## src/rtl/m_xy_lane_echo.sv

```systemverilog
// Registered 8-lane x->y echo with per-lane saturating event counters and run/freeze/clear control.
// Optional parity tracking is built when M_XY_LANE_PARITY_EN is defined.
module m_xy_lane_echo #(
   parameter int unsigned WIDTH = 8,
   parameter int unsigned CNT_W = 8,
   parameter int unsigned SEL_W = 3
) (
   input  logic             clk,
   input  logic             rst,
   input  logic [WIDTH-1:0] x,
   output logic [WIDTH-1:0] y,
   input  logic             freeze,
   input  logic             clr,
   input  logic [SEL_W-1:0] rd_sel,
   output logic [CNT_W-1:0] rd_cnt,
   output logic             rd_sat,
   output logic             busy
`ifdef M_XY_LANE_PARITY_EN
   ,
   input  logic             x_par,
   output logic             y_par,
   output logic             par_err
`endif
);

   typedef enum logic [1:0] {
      RUN    = 2'd0,
      FROZEN = 2'd1,
      CLEAR  = 2'd2
   } state_t;

   state_t           state_q;
   state_t           state_d;
   logic             cnt_en;
   logic             cnt_zero;
   logic [CNT_W-1:0] cnt_q [WIDTH];

   // Next-state and counter control
   always_comb begin
      state_d  = state_q;
      cnt_en   = 1'b0;
      cnt_zero = 1'b0;
      case (state_q)
         RUN: begin
            if (clr)         state_d = CLEAR;
            else if (freeze) state_d = FROZEN;
         end
         FROZEN: begin
            if (clr)          state_d = CLEAR;
            else if (!freeze) state_d = RUN;
         end
         CLEAR: begin
            if (clr)         state_d = CLEAR;
            else if (freeze) state_d = FROZEN;
            else             state_d = RUN;
         end
         default: state_d = RUN;
      endcase
      // Counting resumes/stops in the same cycle freeze is sampled; clear always wins.
      cnt_en   = (state_q != CLEAR) && !freeze && !clr;
      cnt_zero = clr || (state_q == CLEAR);
   end

   always_ff @(posedge clk) begin
      if (rst) begin
         state_q <= RUN;
         busy    <= 1'b0;
      end else begin
         state_q <= state_d;
         busy    <= (state_d == CLEAR);
      end
   end

   // Echo path, independent of control state
   always_ff @(posedge clk) begin
      if (rst) y <= '0;
      else     y <= x;
   end

   // Per-lane saturating counters
   always_ff @(posedge clk) begin
      for (int i = 0; i < int'(WIDTH); i++) begin
         if (rst || cnt_zero) begin
            cnt_q[i] <= '0;
         end else if (cnt_en && x[i] && (cnt_q[i] != '1)) begin
            cnt_q[i] <= cnt_q[i] + CNT_W'(1);
         end
      end
   end

   // Readback reflects counter values before this edge's update
   always_ff @(posedge clk) begin
      if (rst) begin
         rd_cnt <= '0;
         rd_sat <= 1'b0;
      end else if (32'(rd_sel) < WIDTH) begin
         rd_cnt <= cnt_q[rd_sel];
         rd_sat <= (cnt_q[rd_sel] == '1);
      end else begin
         rd_cnt <= '0;
         rd_sat <= 1'b0;
      end
   end

`ifdef M_XY_LANE_PARITY_EN
   // Parity of y travels with y; par_err is sticky until rst or clr
   always_ff @(posedge clk) begin
      if (rst) begin
         y_par   <= 1'b0;
         par_err <= 1'b0;
      end else begin
         y_par <= ^x;
         if (clr) par_err <= 1'b0;
         else     par_err <= par_err | (x_par != (^x));
      end
   end
`endif

endmodule

```

## config.mk

```make
export PLATFORM = sky130hd
export DESIGN_NAME = m_xy_lane_echo
export DESIGN_NICKNAME = d
export VERILOG_FILES = /design/src/rtl/m_xy_lane_echo.sv
export SDC_FILE = /design/constraint.sdc
export NUM_CORES = 1
export LEC_CHECK = 0
export CORE_ASPECT_RATIO = 1.25
export CORE_MARGIN = 4
export CORE_UTILIZATION = 45
export DETAILED_ROUTE_END_ITERATION = 10
export PLACE_DENSITY_LB_ADDON = 0.05
export SYNTH_ARGS = -nofsm -noshare
export SYNTH_HDL_FRONTEND = slang
export SYNTH_SLANG_ARGS = --single-unit
```

## constraint.sdc

```tcl
create_clock -name clk -period 4.25 [get_ports clk]
set_clock_uncertainty 0.05 [all_clocks]
set_input_delay 1.0625 -clock clk [delete_from_list [all_inputs] [get_ports clk]]
set_output_delay 1.0625 -clock clk [all_outputs]
set_load 0.05 [all_outputs]
```

# Word-level counts from Yosys, hierarchy flattened
# Memory sizes are Yosys's and may differ from the RTL's.
# Index checks and enable logic that the tools add are counted.
# word_totals
register_bits,20
ramBits,64
input_bits,15
out_inout_bits,18
memories,1
# memory_table
name,words,word_bits,read_ports,rd_ports_with_merged_regs,wr,line,text
cnt_q,8,8,9,0,8,36,logic [CNT_W-1:0] cnt_q [WIDTH];
# op_classes
n_addsub,8
eq_ne,13
mux,41
bitwise_logic,8
n_reduce_logical,23
# ops
op,count
adder 8 x 1 -> 8 bit (second input constant),8
2-to-1 mux 8 bit,8
!= test 8 bit (second input constant),8
2-to-1 mux 1 bit,27
logical AND 1 bit,18
2-to-1 mux 2 bit,5
== test 8 bit (second input constant),1
OR 1 bit,8
case mux 2 bit (3 select lines),1
== test 2 bit (second input constant),2
== test 2 x 1 -> 1 bit (second input constant),1
logical NOT 1 bit,2
logical NOT 2 bit,1
logical OR 1 bit,2
!= test 2 bit (second input constant),1

# Depth between registers and ports, before layout
# logic_depth
depth_word,9
mapped_depth,6
ltp_nobuf,5

# Least setup slack after synthesis
# No wires, ideal clock.
# synth_timing
path_type,input-to-reg
from,input freeze
to,"memory cnt_q[0][0], enable pin"
t_arrival_ns,2.148
t_required_ns,3.816
setup_slack_ns,1.668
path_stages,2
cell_sequence,or3_1 > o21ai_0
# synth_lines
item,line,text
"start, declared",12,"input logic freeze,"
"end, declared",36,

# Worst setup path after layout
# layout_timing
from,input rd_sel[1]
to,register rd_sat
# layout_between
elab_chain_cells,2
# layout_lines
item,line,text
"start, declared",14,"input logic [SEL_W-1:0] rd_sel,"
memory (8 x 8 bit),n/a,
== test 8 bit,98,rd_sat <= (cnt_q[rd_sel] == '1);
"end signal, assigned",98,
"end, declared",16,"output logic rd_sat,"
# No other way between the ends.
# A chain may end at the register's enable or synchronous reset.

==> reports/results.ini <==
[synthesis]
synth_cell_types = 32
synth-seq-cells = 84
syn-num-nets = 400
yosysWarnings = 0
ys_seq_area_share_pct = 53.4
syn_area_um2 = 4350
synthTopCellsByArea = edfxtp_1 (44%), dfxtp_1 (9.2%), nor2_1 (6.6%)
synth_top_area_cell = edfxtp_1
ys_async_sr_fraction_pct = 0
synth_ff_type = edfxtp_1
syn_inst = 377
avgSynthCellArea_um2 = 11.5
synth_edf_count = 64
yosys.area.top_type_share_pct = 44.2

[cells_and_area]
syn_to_final_growth_pct = 16.8
design_area_um2 = 5080
nets = 441
postLayoutCoreUtil_pct = 54.8
fillers = 835
antenna_cells = 0
drive_gt1_share_pct = 8.51

[floorplan]
core_um2 = 9270
core.rowCount = 39
fp.dieW_um = 95.9
die_area_um2 = 11300
io_pins = 33
initial_utilization_pct = 46.9
die_h_um = 118

[flow_run]
drv_cap = 0

[routing]
drt-initial-drc-count = 128
drc = 0
vias = 2921
drtAntennaViolNets = 0
wl_per_cell_um = 18.0
first_pass_iters = 4
drt-total-wl_mm = 9.81
vias_per_cell = 5.35

[hold_path]
min-delay-start = state_q[1]
hold-path-cell-count = 2
whs_endpoint = busy
min_path_type = flip-flop to flip-flop

[sta]
fin_crit_sh_pct = 70.0
final-max-slew-violation-count = 0
worst_pin_slew_ns = 0.669
period_needed_ns = 2.97
rsz0062_at_grt = no
setup_viol = 0
tns_ns = 0
fmax_mhz = 336
maxSlewHeadroom_pct = 54.9
hold_violations = 0

[power_and_ir_drop]
p_clk_share_pct = 39.1
switching_power_mw = 0.462
combPwrFrac_pct = 10.0
peakVddDrop_mv = 0.252
p_leak_nw = 1.84
power.share.sequential_pct = 50.9
intPower_mw = 1.47
pwr_density_cell_nw_per_um2 = 380
swShare_pct = 23.9

[worst_setup_path]
reg2reg_slack_ns = 2.12
crit_type = input pin to flip-flop
crit_arrival_ns = 3.15
r2r-end = cnt_q[4][4]
crit_path_max_fanout = 11
startpoint = rd_sel[1]
start_kind = input pin
cp.required_ns = 4.43
r2r-start = cnt_q[4][0]
crit_path_end_kind = flip-flop
reg2reg_depth = 5

[global_route]
grt_util_all_layers_pct = 18.8
overflow = 0
antenna_found_initial = 0
grt_max_degree = 21
grt_pass1_vias = 2876
grt_pass1_wl_mm = 15.9

[clocking]
numCtsBuffers = 9
cts_resized = 0
cts_sinks = 84
insertion_delay_ns = 0.34
hold_buffers = 0
tritoncts = yes
htreeDepth = 3
cts_buffer_depth = 2
clock-root-buffer = clkbuf_16
clkTransAtPathRegs_ns = 0.06
cts_setup_buffers = 0

[placed_design]
gp_congestion = 0.839
place_area_um2 = 4800
io_buffers = 32
hpwl_mm = 7.36

[run_status]
status = complete, no violations

-- synth_stat cells, drive strengths merged, types with 2 or more instances --
cell	n
inv	10
nand2	24
dfxtp	20
nand2b	6
nand4	3
nand3	26
xor2	23
nor3	5
nor2b	11
nor2	76
and3	12
o31ai	6
nor4	2
xnor2	25
mux4	15
mux2i	10
edfxtp	64
and4	3
clkbuf	11
ha	8
buf	2
o21ai	8
-- sequential cells by signal, indices dropped and copies added (netlist names) --
register and count:
cnt_q 64, state_q 2, y 8, rd_cnt 8, busy 1, rd_sat 1
-- power by group through the flow --
stage | combinational, mW | sequential (mW) | clock (mW)
after global routing | 0.210 | 0.990 | 0.806
after detailed placement | 0.194 | 1.00 | 0
after floorplan | 0.105 | 1.01 | 0
after CTS | 0.195 | 0.984 | 0.767
final | 0.194 | 0.983 | 0.756
after global placement | 0.192 | 1.00 | 0
-- cells in the final DEF (no fill, tap or decap), drive strengths merged, types with 2 or more instances in the layout --
cell / synthesis / routed
mux4: 15 / 15
nand4: 3 / 3
clkinv: 0 / 2
o21ai: 8 / 8
nand2b: 6 / 6
nor2: 76 / 76
ha: 8 / 8
dfxtp: 20 / 20
nand2: 24 / 24
clkbuf: 11 / 13
nor4: 2 / 2
nor2b: 11 / 11
clkdlybuf4s50: 0 / 32
inv: 10 / 10
and4: 3 / 3
mux2i: 10 / 10
buf: 2 / 11
nor3: 5 / 5
xor2: 23 / 23
xnor2: 25 / 25
and3: 12 / 12
o31ai: 6 / 6
edfxtp: 64 / 64
nand3: 26 / 26
-- cells by family after synthesis --
group,synth area share [%]
XOR/XNOR,9.67
multiplexers,10.4
buffers and inverters,3.25
flip-flops,53.4
AND/OR/NAND/NOR,18.5
adder cells (fa/ha/maj),2.30
AO/OA/AOI/OAI,2.45
-- worst max-delay path by stage --
stage | slack (ns) | to | cells past startpoint
after floorplan | 1.67 | cnt_q[0][0] | 2
after global placement | 0.96 | rd_sat | 6
after detailed placement | 0.90 | rd_sat | 6
after CTS | 1.26 | rd_sat | 6
after global routing | 1.12 | rd_sat | 6
final | 1.28 | rd_sat | 6
-- cell type report --
class / instances / area, µm² / area share, %
Sequential cell: 84 / 2320 / 45.7
Clock inverter: 3 / 38.8 / 0.763
Multi-Input combinational cell: 270 / 1890 / 37.1
Clock buffer: 13 / 240 / 4.73
Timing Repair Buffer: 43 / 403 / 7.93
Tap cell: 123 / 154 / 3.03
Inverter: 10 / 37.5 / 0.739
-- per-layer routing --
| layer | share of wire, % | GRT usage [%] | up-vias | wire [µm] |
|---|---|---|---|---|
| met2 | 50 | 29.6 | 58 | 4910 |
| met4 | 2.9 | 7.92 | 0 | 286 |
| met3 | 3.9 | 3.39 | 22 | 385 |
| met5 | 0 | 0 | - | 0 |
| li1 | - | - | 1418 | - |
| met1 | 43 | 25.3 | 1423 | 4240 |
-- per-stage QoR --
stage | total power [mW] | hold WS (ns) | setup slack (ns) | cells
6_report | 1.93 | 0.524 | 1.28 | 546
5_1_grt | 2.01 | 0.571 | 1.12 | 546
4_1_cts | 1.95 | 0.521 | 1.26 | 546
3_5_place_dp | 1.19 | 0.503 | 0.905 | 530
3_3_place_gp | 1.19 | 0.500 | 0.963 | 530
2_1_floorplan | 1.11 | 0.465 | 1.67 | 377
-- critical path, cell delays in order --
cell and delay [ns]:
clkdlybuf4s50_1 0.87, buf_4 0.27, mux4_2 0.52, nand3_1 0.10, o21ai_0 0.11, and4_1 0.21
(Power assumes the default switching activity.)
